**config.mk**
```make
export PLATFORM = sky130hd
export DESIGN_NAME = fence_flush_ctrl_flat
export DESIGN_NICKNAME = d
export VERILOG_FILES = /design/src/rtl/fence_flush_ctrl_pkg.sv /design/src/rtl/fence_flush_ctrl_if.sv /design/src/rtl/fence_flush_ctrl_chan_tracker.sv /design/src/rtl/fence_flush_ctrl.sv /design/src/flat_wrapper.sv
export SDC_FILE = /design/constraint.sdc
export NUM_CORES = 1
export LEC_CHECK = 0
export CAP_MARGIN = 10
export CORE_AREA = 2 2 39 41
export DETAILED_ROUTE_END_ITERATION = 12
export DIE_AREA = 0 0 41 43
export PLACE_DENSITY = 0.62
export SETUP_SLACK_MARGIN = 0.05
export SYNTH_ARGS = -nofsm -noshare
export SYNTH_HDL_FRONTEND = slang
export SYNTH_HIERARCHICAL = 1
export SYNTH_SLANG_ARGS = --single-unit
```
**constraint.sdc**
```tcl
create_clock -name clk_i -period 1.5 [get_ports clk_i]
set_input_delay 0.225 -clock clk_i [delete_from_list [all_inputs] [get_ports clk_i]]
set_output_delay 0.225 -clock clk_i [all_outputs]
set_load 0.01 [all_outputs]
```
**src/rtl/fence_flush_ctrl_pkg.sv**
```systemverilog
// Shared types and constants for the fence/flush controller and its channel tracker.
// No logic; sizing helpers only.
package fence_flush_ctrl_pkg;

  typedef enum logic [0:0] {
    IDLE  = 1'b0,
    FLUSH = 1'b1
  } flush_state_e;

  localparam int unsigned DEFAULT_NR_CACHE_CH = 2;

  // The watchdog counter must hold TIMEOUT_CYCLES; a disabled watchdog still needs 1 bit.
  function automatic int unsigned cnt_width(input int unsigned limit);
    return (limit > 0) ? $clog2(limit + 1) : 1;
  endfunction

endpackage

```
**src/rtl/fence_flush_ctrl_if.sv**
```systemverilog
// Commit/CSR-side causes in, pipeline flushes and per-channel cache flush handshake out.
// master drives the causes and acks; slave is the controller.
interface fence_flush_ctrl_if #(
  parameter int unsigned NR_CACHE_CH = 2
);
  logic                   mispredict_i;
  logic                   fence_i;
  logic                   fence_i_i;
  logic                   sfence_vma_i;
  logic                   flush_csr_i;
  logic                   flush_commit_i;
  logic                   ex_valid_i;
  logic                   eret_i;
  logic                   set_debug_pc_i;
  logic                   halt_csr_i;
  logic [NR_CACHE_CH-1:0] flush_cache_ack_i;

  logic                   set_pc_commit_o;
  logic                   flush_if_o;
  logic                   flush_unissued_instr_o;
  logic                   flush_id_o;
  logic                   flush_ex_o;
  logic                   flush_bp_o;
  logic                   flush_icache_o;
  logic                   flush_tlb_o;
  logic [NR_CACHE_CH-1:0] flush_cache_req_o;
  logic                   flush_timeout_o;
  logic                   busy_o;
  logic                   halt_o;

  modport master (
    output mispredict_i, fence_i, fence_i_i, sfence_vma_i, flush_csr_i, flush_commit_i,
           ex_valid_i, eret_i, set_debug_pc_i, halt_csr_i, flush_cache_ack_i,
    input  set_pc_commit_o, flush_if_o, flush_unissued_instr_o, flush_id_o, flush_ex_o,
           flush_bp_o, flush_icache_o, flush_tlb_o, flush_cache_req_o, flush_timeout_o,
           busy_o, halt_o
  );

  modport slave (
    input  mispredict_i, fence_i, fence_i_i, sfence_vma_i, flush_csr_i, flush_commit_i,
           ex_valid_i, eret_i, set_debug_pc_i, halt_csr_i, flush_cache_ack_i,
    output set_pc_commit_o, flush_if_o, flush_unissued_instr_o, flush_id_o, flush_ex_o,
           flush_bp_o, flush_icache_o, flush_tlb_o, flush_cache_req_o, flush_timeout_o,
           busy_o, halt_o
  );
endinterface

```
**src/rtl/fence_flush_ctrl_chan_tracker.sv**
```systemverilog
// Outstanding cache-flush channel vector with ack clearing and watchdog counter.
// Requests are the registered pending bits; a channel is released only by its own ack or the watchdog.
module fence_flush_ctrl_chan_tracker
  import fence_flush_ctrl_pkg::*;
#(
  parameter int unsigned            NR_CACHE_CH    = DEFAULT_NR_CACHE_CH,
  parameter logic [NR_CACHE_CH-1:0] FLUSH_MASK     = '1,
  parameter int unsigned            TIMEOUT_CYCLES = 0
) (
  input  logic                   clk_i,
  input  logic                   rst_ni,
  input  logic                   start,
  input  logic                   flushing,
  input  logic [NR_CACHE_CH-1:0] ack,
  output logic [NR_CACHE_CH-1:0] pending,
  output logic                   done,
  output logic                   timeout_hit
);

  localparam int unsigned    CW       = cnt_width(TIMEOUT_CYCLES);
  localparam logic [CW-1:0]  CNT_LAST = CW'((TIMEOUT_CYCLES > 0) ? TIMEOUT_CYCLES - 1 : 0);

  logic [NR_CACHE_CH-1:0] pending_q, pending_d, remaining;
  logic [CW-1:0]          cnt_q, cnt_d;

  assign remaining   = pending_q & ~ack;
  assign done        = flushing && (remaining == '0);
  // A final ack landing in the last watchdog cycle counts as completion, not timeout.
  assign timeout_hit = (TIMEOUT_CYCLES > 0) && flushing && !done && (cnt_q == CNT_LAST);
  assign pending     = pending_q;

  always_comb begin
    pending_d = pending_q;
    cnt_d     = cnt_q;
    if (start) begin
      pending_d = FLUSH_MASK;
      cnt_d     = '0;
    end else if (flushing) begin
      pending_d = timeout_hit ? '0 : remaining;
      if (TIMEOUT_CYCLES > 0) cnt_d = cnt_q + 1'b1;
    end
  end

  always_ff @(posedge clk_i or negedge rst_ni) begin
    if (!rst_ni) begin
      pending_q <= '0;
      cnt_q     <= '0;
    end else begin
      pending_q <= pending_d;
      cnt_q     <= cnt_d;
    end
  end

endmodule

```
**src/rtl/fence_flush_ctrl.sv**
```systemverilog
// Pipeline flush / PC-select generation plus fence-driven write-back cache flush sequencing.
// Stage flushes are same-cycle; cache requests and halt follow the fence by one cycle and hold until acked or timed out.
module fence_flush_ctrl
  import fence_flush_ctrl_pkg::*;
#(
  parameter int unsigned            NR_CACHE_CH    = DEFAULT_NR_CACHE_CH,
  parameter logic [NR_CACHE_CH-1:0] FLUSH_MASK     = '1,
  parameter int unsigned            TIMEOUT_CYCLES = 0
) (
  input  logic              clk_i,
  input  logic              rst_ni,
  fence_flush_ctrl_if.slave ctrl
);

  flush_state_e           state_q, state_d;
  logic                   timeout_q, timeout_d;
  logic                   start, done, timeout_hit;
  logic                   commit_cause, trap_cause;
  logic [NR_CACHE_CH-1:0] pending;

  // A fence seen while already flushing is not re-armed.
  assign start = (state_q == IDLE) && (ctrl.fence_i || ctrl.fence_i_i) && (FLUSH_MASK != '0);

  fence_flush_ctrl_chan_tracker #(
    .NR_CACHE_CH    (NR_CACHE_CH),
    .FLUSH_MASK     (FLUSH_MASK),
    .TIMEOUT_CYCLES (TIMEOUT_CYCLES)
  ) u_tracker (
    .clk_i       (clk_i),
    .rst_ni      (rst_ni),
    .start       (start),
    .flushing    (state_q == FLUSH),
    .ack         (ctrl.flush_cache_ack_i),
    .pending     (pending),
    .done        (done),
    .timeout_hit (timeout_hit)
  );

  always_comb begin
    state_d   = state_q;
    timeout_d = timeout_q;
    case (state_q)
      IDLE: begin
        if (start) begin
          state_d   = FLUSH;
          timeout_d = 1'b0;
        end
      end
      FLUSH: begin
        if (done) begin
          state_d = IDLE;
        end else if (timeout_hit) begin
          state_d   = IDLE;
          timeout_d = 1'b1;
        end
      end
      default: state_d = IDLE;
    endcase
  end

  always_ff @(posedge clk_i or negedge rst_ni) begin
    if (!rst_ni) begin
      state_q   <= IDLE;
      timeout_q <= 1'b0;
    end else begin
      state_q   <= state_d;
      timeout_q <= timeout_d;
    end
  end

  assign commit_cause = ctrl.fence_i | ctrl.fence_i_i | ctrl.sfence_vma_i |
                        ctrl.flush_csr_i | ctrl.flush_commit_i;
  assign trap_cause   = ctrl.ex_valid_i | ctrl.eret_i | ctrl.set_debug_pc_i;

  // Traps take the PC from the CSR file, so they override the commit PC+4 select.
  always_comb begin
    ctrl.set_pc_commit_o        = commit_cause & ~trap_cause;
    ctrl.flush_if_o             = ctrl.mispredict_i | commit_cause | trap_cause;
    ctrl.flush_unissued_instr_o = ctrl.mispredict_i | commit_cause | trap_cause;
    ctrl.flush_id_o             = commit_cause | trap_cause;
    ctrl.flush_ex_o             = commit_cause | trap_cause;
    ctrl.flush_bp_o             = trap_cause;
    ctrl.flush_icache_o         = ctrl.fence_i_i;
    ctrl.flush_tlb_o            = ctrl.sfence_vma_i;
  end

  assign ctrl.flush_cache_req_o = pending;
  assign ctrl.flush_timeout_o   = timeout_q;
  assign ctrl.busy_o            = (state_q == FLUSH);
  assign ctrl.halt_o            = ctrl.halt_csr_i | (state_q == FLUSH);

endmodule

```
**src/flat_wrapper.sv**
```systemverilog
// flat-port wrapper written by rule: the top's interface ports become plain ports
module fence_flush_ctrl_flat import fence_flush_ctrl_pkg::*;
#(
  parameter int unsigned            NR_CACHE_CH    = DEFAULT_NR_CACHE_CH,
  parameter logic [NR_CACHE_CH-1:0] FLUSH_MASK     = '1,
  parameter int unsigned            TIMEOUT_CYCLES = 0
)
  (clk_i, rst_ni, ctrl_mispredict_i, ctrl_fence_i, ctrl_fence_i_i, ctrl_sfence_vma_i, ctrl_flush_csr_i, ctrl_flush_commit_i, ctrl_ex_valid_i, ctrl_eret_i, ctrl_set_debug_pc_i, ctrl_halt_csr_i, ctrl_flush_cache_ack_i, ctrl_set_pc_commit_o, ctrl_flush_if_o, ctrl_flush_unissued_instr_o, ctrl_flush_id_o, ctrl_flush_ex_o, ctrl_flush_bp_o, ctrl_flush_icache_o, ctrl_flush_tlb_o, ctrl_flush_cache_req_o, ctrl_flush_timeout_o, ctrl_busy_o, ctrl_halt_o);
  fence_flush_ctrl_if #(.NR_CACHE_CH(NR_CACHE_CH)) ctrl_i ();
  input  logic clk_i;
  input  logic rst_ni;
  input wire logic [$bits(ctrl_i.mispredict_i)-1:0] ctrl_mispredict_i;
  input wire logic [$bits(ctrl_i.fence_i)-1:0] ctrl_fence_i;
  input wire logic [$bits(ctrl_i.fence_i_i)-1:0] ctrl_fence_i_i;
  input wire logic [$bits(ctrl_i.sfence_vma_i)-1:0] ctrl_sfence_vma_i;
  input wire logic [$bits(ctrl_i.flush_csr_i)-1:0] ctrl_flush_csr_i;
  input wire logic [$bits(ctrl_i.flush_commit_i)-1:0] ctrl_flush_commit_i;
  input wire logic [$bits(ctrl_i.ex_valid_i)-1:0] ctrl_ex_valid_i;
  input wire logic [$bits(ctrl_i.eret_i)-1:0] ctrl_eret_i;
  input wire logic [$bits(ctrl_i.set_debug_pc_i)-1:0] ctrl_set_debug_pc_i;
  input wire logic [$bits(ctrl_i.halt_csr_i)-1:0] ctrl_halt_csr_i;
  input wire logic [$bits(ctrl_i.flush_cache_ack_i)-1:0] ctrl_flush_cache_ack_i;
  output wire logic [$bits(ctrl_i.set_pc_commit_o)-1:0] ctrl_set_pc_commit_o;
  output wire logic [$bits(ctrl_i.flush_if_o)-1:0] ctrl_flush_if_o;
  output wire logic [$bits(ctrl_i.flush_unissued_instr_o)-1:0] ctrl_flush_unissued_instr_o;
  output wire logic [$bits(ctrl_i.flush_id_o)-1:0] ctrl_flush_id_o;
  output wire logic [$bits(ctrl_i.flush_ex_o)-1:0] ctrl_flush_ex_o;
  output wire logic [$bits(ctrl_i.flush_bp_o)-1:0] ctrl_flush_bp_o;
  output wire logic [$bits(ctrl_i.flush_icache_o)-1:0] ctrl_flush_icache_o;
  output wire logic [$bits(ctrl_i.flush_tlb_o)-1:0] ctrl_flush_tlb_o;
  output wire logic [$bits(ctrl_i.flush_cache_req_o)-1:0] ctrl_flush_cache_req_o;
  output wire logic [$bits(ctrl_i.flush_timeout_o)-1:0] ctrl_flush_timeout_o;
  output wire logic [$bits(ctrl_i.busy_o)-1:0] ctrl_busy_o;
  output wire logic [$bits(ctrl_i.halt_o)-1:0] ctrl_halt_o;
  assign ctrl_i.mispredict_i = ctrl_mispredict_i;
  assign ctrl_i.fence_i = ctrl_fence_i;
  assign ctrl_i.fence_i_i = ctrl_fence_i_i;
  assign ctrl_i.sfence_vma_i = ctrl_sfence_vma_i;
  assign ctrl_i.flush_csr_i = ctrl_flush_csr_i;
  assign ctrl_i.flush_commit_i = ctrl_flush_commit_i;
  assign ctrl_i.ex_valid_i = ctrl_ex_valid_i;
  assign ctrl_i.eret_i = ctrl_eret_i;
  assign ctrl_i.set_debug_pc_i = ctrl_set_debug_pc_i;
  assign ctrl_i.halt_csr_i = ctrl_halt_csr_i;
  assign ctrl_i.flush_cache_ack_i = ctrl_flush_cache_ack_i;
  assign ctrl_set_pc_commit_o = ctrl_i.set_pc_commit_o;
  assign ctrl_flush_if_o = ctrl_i.flush_if_o;
  assign ctrl_flush_unissued_instr_o = ctrl_i.flush_unissued_instr_o;
  assign ctrl_flush_id_o = ctrl_i.flush_id_o;
  assign ctrl_flush_ex_o = ctrl_i.flush_ex_o;
  assign ctrl_flush_bp_o = ctrl_i.flush_bp_o;
  assign ctrl_flush_icache_o = ctrl_i.flush_icache_o;
  assign ctrl_flush_tlb_o = ctrl_i.flush_tlb_o;
  assign ctrl_flush_cache_req_o = ctrl_i.flush_cache_req_o;
  assign ctrl_flush_timeout_o = ctrl_i.flush_timeout_o;
  assign ctrl_busy_o = ctrl_i.busy_o;
  assign ctrl_halt_o = ctrl_i.halt_o;
  fence_flush_ctrl #(.NR_CACHE_CH(NR_CACHE_CH), .FLUSH_MASK(FLUSH_MASK), .TIMEOUT_CYCLES(TIMEOUT_CYCLES)) u_core (.clk_i(clk_i), .rst_ni(rst_ni), .ctrl(ctrl_i));
endmodule
```
---- Word-level counts from Yosys, hierarchy flattened ----
Cells that the tools add are included.
word-level totals
  logic and storage cells ................. 32
  output and inout bits ................... 13
  register bits ........................... 4
  input port bits ......................... 14
operators by class
  reduce and logical (&&, ||, !) cells .... 6
  bitwise gates (word level) .............. 15
  mux-type cells .......................... 7
  equality and inequality tests ........... 1
operator list
  operator            count
  $or 1x1->1          10
  $mux 1              4
  $mux 2              2
  $and 2x2->2         1
  $logic_and 1x1->1   2
  $logic_not 2->1     1
  $ne 2x1->1 const B  1
  $not 1->1           2
  $not 2->2           1
  $pmux 1 s2          1
  $reduce_and 2->1    1
  $reduce_bool 2->1   1
  $and 1x1->1         1
  $logic_or 1x1->1    1

---- Longest topological paths before layout ----
  depth after elaboration ................. 6
  gate-level depth with buffers ........... 4
  mapped depth without buffers ............ 4

---- Cells and area by module ----
Netlist, hierarchy kept.
by module, submodules not included
  module                         sequential area each (um^2)  area each (um^2)  times used  cells each
  fence_flush_ctrl               50.0                         186.4             1           20
  fence_flush_ctrl_chan_tracker  50.0                         103.8             1           11

---- Least setup slack after synthesis ----
No wires, ideal clock.
  path type ............................... in2out
  from .................................... input ctrl_flush_csr_i
  to ...................................... output ctrl_flush_unissued_instr_o
  setup slack ............................. 0.368 ns
  data required time ...................... 1.275 ns
  stages .................................. 3
  arrival ................................. 0.907 ns
  cell sequence ........................... nor4_1 -> nand3b_1 -> buf_4
on the way
  word-level cells in the longest chain between the ends .. 4
ends and longest elaborated chain
  item                      line                    source
  start, declared           flat_wrapper.sv:16      input wire logic [$bits(ctrl_i.flush_csr_i)-1:0] ctrl_flush_csr_i;
  $or 1x1->1                fence_flush_ctrl.sv:71  assign commit_cause = ctrl.fence_i | ctrl.fence_i_i | ctrl.sfence_vma_i |
  $or 1x1->1                fence_flush_ctrl.sv:72  ctrl.flush_csr_i | ctrl.flush_commit_i;
  $or 1x1->1 (2 in series)  --
  end, declared             flat_wrapper.sv:25      output wire logic [$bits(ctrl_i.flush_unissued_instr_o)-1:0] ctrl_flush_unissued_instr_o;
Every way passes these cells.

---- Final worst setup path ----
  from .................................... register u_core.state_q, in the netlist u_core/ctrl.busy_o
  to ...................................... output ctrl_halt_o
on the way
  word-level cells in the longest chain between the ends .. 1
ends and longest elaborated chain
  item                    line                    source
  start, declared         fence_flush_ctrl.sv:15  flush_state_e state_q, state_d;
  start signal, assigned  fence_flush_ctrl.sv:66  state_q <= state_d;
  $or 1x1->1              fence_flush_ctrl.sv:90  assign ctrl.halt_o = ctrl.halt_csr_i | (state_q == FLUSH);
  end, declared           flat_wrapper.sv:34      output wire logic [$bits(ctrl_i.halt_o)-1:0] ctrl_halt_o;
Every way passes these cells.

==> summary.md <==
| Metric | Value |
|---|---|
| Clock slew at reported path FFs | 0.04 ns |
| Crit. End Element | primary output |
| Vias in the first global route | 310 |
| CTS tree | yes |
| Via-to-Cell Ratio | 4.221 |
| Post-synthesis sequential area ratio | 0.3448 |
| Part of the cycle the worst path needs | 0.9276 |
| Cells on worst reg2reg path | 4 |
| FF-to-FF Start | u_core/u_tracker/pending[0]$_DFFE_PN0P_ |
| Final #Nets | 77 |
| Instance count of the mapped netlist | 31 |
| DRT iter0 DRCs | 5 |
| Die width | 41 µm |
| Worst clock skew | 0.001109 ns |
| Placed cells | 73 |
| Grt total ovfl | 0 |
| Simple-Gate Fraction of Synth Area | 0.2974 |
| Worst setup endpoint | ctrl_halt_o |
| CP arrival | 1.17 ns |
| Number of buffers added on ports | 26 |
| Peak VDD IR | 0.6288 mV |
| Syn avg cell area | 9.364 µm² |
| Critical path startpoint category | flip-flop |
| # hold bufs at CTS | 0 |
| Post-synth ARST share | 1.000 |
| Post-Layout Cell Count | 77 |
| Yosys top cell area share | 0.3448 |
| First-pass GRT wire length | 1179 µm |
| Post-Route WL | 788 µm |
| Comb pwr share | 0.520 |
| Max_cap viols | 0 |
| Gp weighted congestion | 0.6273 |
| Die area | 1763 µm² |
| Total Routing Usage GR | 0.09869 |
| Area grow syn2layout | 96.98% |
| Top cell type by total area after synthesis | dfrtp_1 |
| RSZ-0062 raised after global routing | no |
| Total number of vias | 325 |
| Final ANT Viol Nets | 0 |
| Internal | 0.0004580 W |
| Reg2reg end | u_core/ctrl.busy_o$_DFF_PN0_ |
| Critical Path Fanout Max | 2 |
| Worst R2R Setup Slack | 0.49 ns |
| Post-DP Area | 570.5 µm² |
| Diodes inserted | 0 |
| Slew Viols, Final | 0 |
| Routed len/inst | 10.23 µm |
| Core Region | 1384 µm² |
| Largest net degree at the start of global routing | 10 |
| Clock share of power | 0.196 |
| Synthesized cell area | 290.3 µm² |
| Compound-Gate Fraction of Synth Area | 0.1767 |
| Final core occ | 0.4132 |
| Chip height | 43 µm |
| Area contributors post-synth | dfrtp_1 34%, buf_4 13%, nor4_4 7.3%, inv_1 3.9%, nand2_1 3.9% |
| Hold_ws | 0.2008 ns |
| Total chip power | 0.0006769 W |
| Total iterations of the first detailed-routing run | 4 |
| Sw Pwr | 0.0002189 W |
| # rows | 14 |
| Synthesized Nets | 45 |
| Synth Area in Adders | 0 |
| HPWL after DPL | 633.8 µm |
| Post-synth top flop | dfrtp_1 |
| Status | complete, no violations |
| Initial antenna violation count | 0 |
| EDFF count, synth | 0 |
| Synth cell count leaders | 5 x buf_4, 4 x dfrtp_1, 3 x inv_1, 3 x nand2_1, 2 x nor2_1 |
| Htree depth | 1 |
| Final Hold Fails | 0 |
| Root buffer cell | clkbuf_4 |
| Cts bufs inserted | 3 |
| CTS Sinks | 4 |
| Clock Latency Late Sink | 0.23 ns |
| DRC | 0 |
| Synthesis-stage register bit count | 4 |
| Mux cell area share after synthesis | 0 |
| Synth Area in XOR/XNOR | 0 |
| Setup CP Type | flip-flop to primary output |
| First element of the critical path | u_core/ctrl.busy_o$_DFF_PN0_ |
| Number of warnings issued by yosys | 6 |
| PwrDens | 1184 nW/µm² |
| IO Count | 27 |
| Fin area | 571.8 µm² |
| Leak | 0.2766 nW |
| # setup viols final | 0 |
| WP data required | 1.27 ns |
| Synth cell types | 19 |
| Main combinational cell family by area after synthesis | simple AND/OR/NAND/NOR gates |
| Min-delay worst type | input pin to async pin |
| Crit path time final | 1.391 ns |
| Layout cells sized above 1 | 0.3279 |
| Switching share of power | 0.3234 |
| Most frequent cell after synthesis | buf_4 |
| Initial Util | 0.2098 |
| Achievable Freq | 718.7 MHz |
| CTS max path bufs | 2 |
| Flop pwr share | 0.285 |
power groups by stage:
stage / clock network (W) / registers (W) / logic (W)
6_report: 0.000132 / 0.000193 / 0.000352
4_1_cts: 0.000138 / 0.000194 / 0.000354
3_5_place_dp: 0 / 0.000194 / 0.000375
2_1_floorplan: 0 / 0.000234 / 0.000122
5_1_grt: 0.000139 / 0.000201 / 0.000384
3_3_place_gp: 0 / 0.000195 / 0.000375
per-layer routing:
metal | vias up | GRT usage | wire [µm]
li1 | 161 | - | -
met1 | 148 | 0.1039 | 289
met2 | 16 | 0.1688 | 411
met3 | 0 | 0.01571 | 87
met4 | 0 | 0.06000 | 0
met5 | - | 0 | 0
area by class of cell:
class	instances	area, µm²
tap	16	20.02
clock buffer	3	22.52
timing repair buffer	32	270.3
fill	155	812.0
sequential	4	100.1
inverter	3	11.26
multi-input combinational	19	147.6
what timing repair did:
item	4_1_cts	5_1_grt
gates cloned	0	0
gates resized for setup	30	2
pin swaps	2	1
endpoints found under the setup margin	10	4
setup buffers	1	0
cells by family after synthesis:
logic type | after synthesis
AO/OA/AOI/OAI | 6
buffers and inverters | 8
flip-flops | 4
other | 1
AND/OR/NAND/NOR | 12
how the worst min path moves through the flow:
stage	to	slack (ns)	cells past startpoint
after floorplan	u_core/ctrl.busy_o$_DFF_PN0_	-0.07	0
after global placement	u_core/u_tracker/pending[0]$_DFFE_PN0P_	0.45	1
after detailed placement	u_core/u_tracker/pending[0]$_DFFE_PN0P_	0.45	1
after CTS	u_core/u_tracker/pending[1]$_DFFE_PN0P_	0.20	1
after global routing	u_core/u_tracker/pending[1]$_DFFE_PN0P_	0.22	1
final	u_core/ctrl.busy_o$_DFF_PN0_	0.20	1
sequential cells by signal, indices dropped and copies added (netlist names):
register                     flops
u_core/u_tracker/pending         2
u_core/ctrl.flush_timeout_o      1
u_core/ctrl.busy_o               1
cell usage in the layout, fill, tap and decap left out:
master / instances
clkdlybuf4s50_1: 10
dlygate4sd2_1: 10
buf_4: 6
buf_2: 5
dfrtp_1: 4
clkbuf_4: 3
inv_1: 3
nand2_1: 3
nor2_1: 2
dlymetal6s2s_1: 1
or3_4: 1
nor4_4: 1
a21oi_2: 1
nor4_2: 1
nand3b_1: 1
or2_2: 1
nand2b_1: 1
o22ai_1: 1
and3b_1: 1
o22a_1: 1
o221a_1: 1
a21o_1: 1
a21o_2: 1
conb_1: 1
worst max-delay path, cell delays in order, from the launching register on:
cell           delay (ns)
dfrtp_1              0.36
or2_2                0.29
dlygate4sd2_1        0.28
metrics by stage:
| stage | setup TNS [ns] | setup WS [ns] |
|---|---|---|
| 2_1_floorplan | 0 | 0.3675 |
| 3_3_place_gp | -2.555 | -0.4280 |
| 3_5_place_dp | -2.628 | -0.4344 |
| 4_1_cts | 0 | 0.05273 |
| 5_1_grt | 0 | 0.06276 |
| 6_report | 0 | 0.1086 |
(Power assumes the default switching activity.)
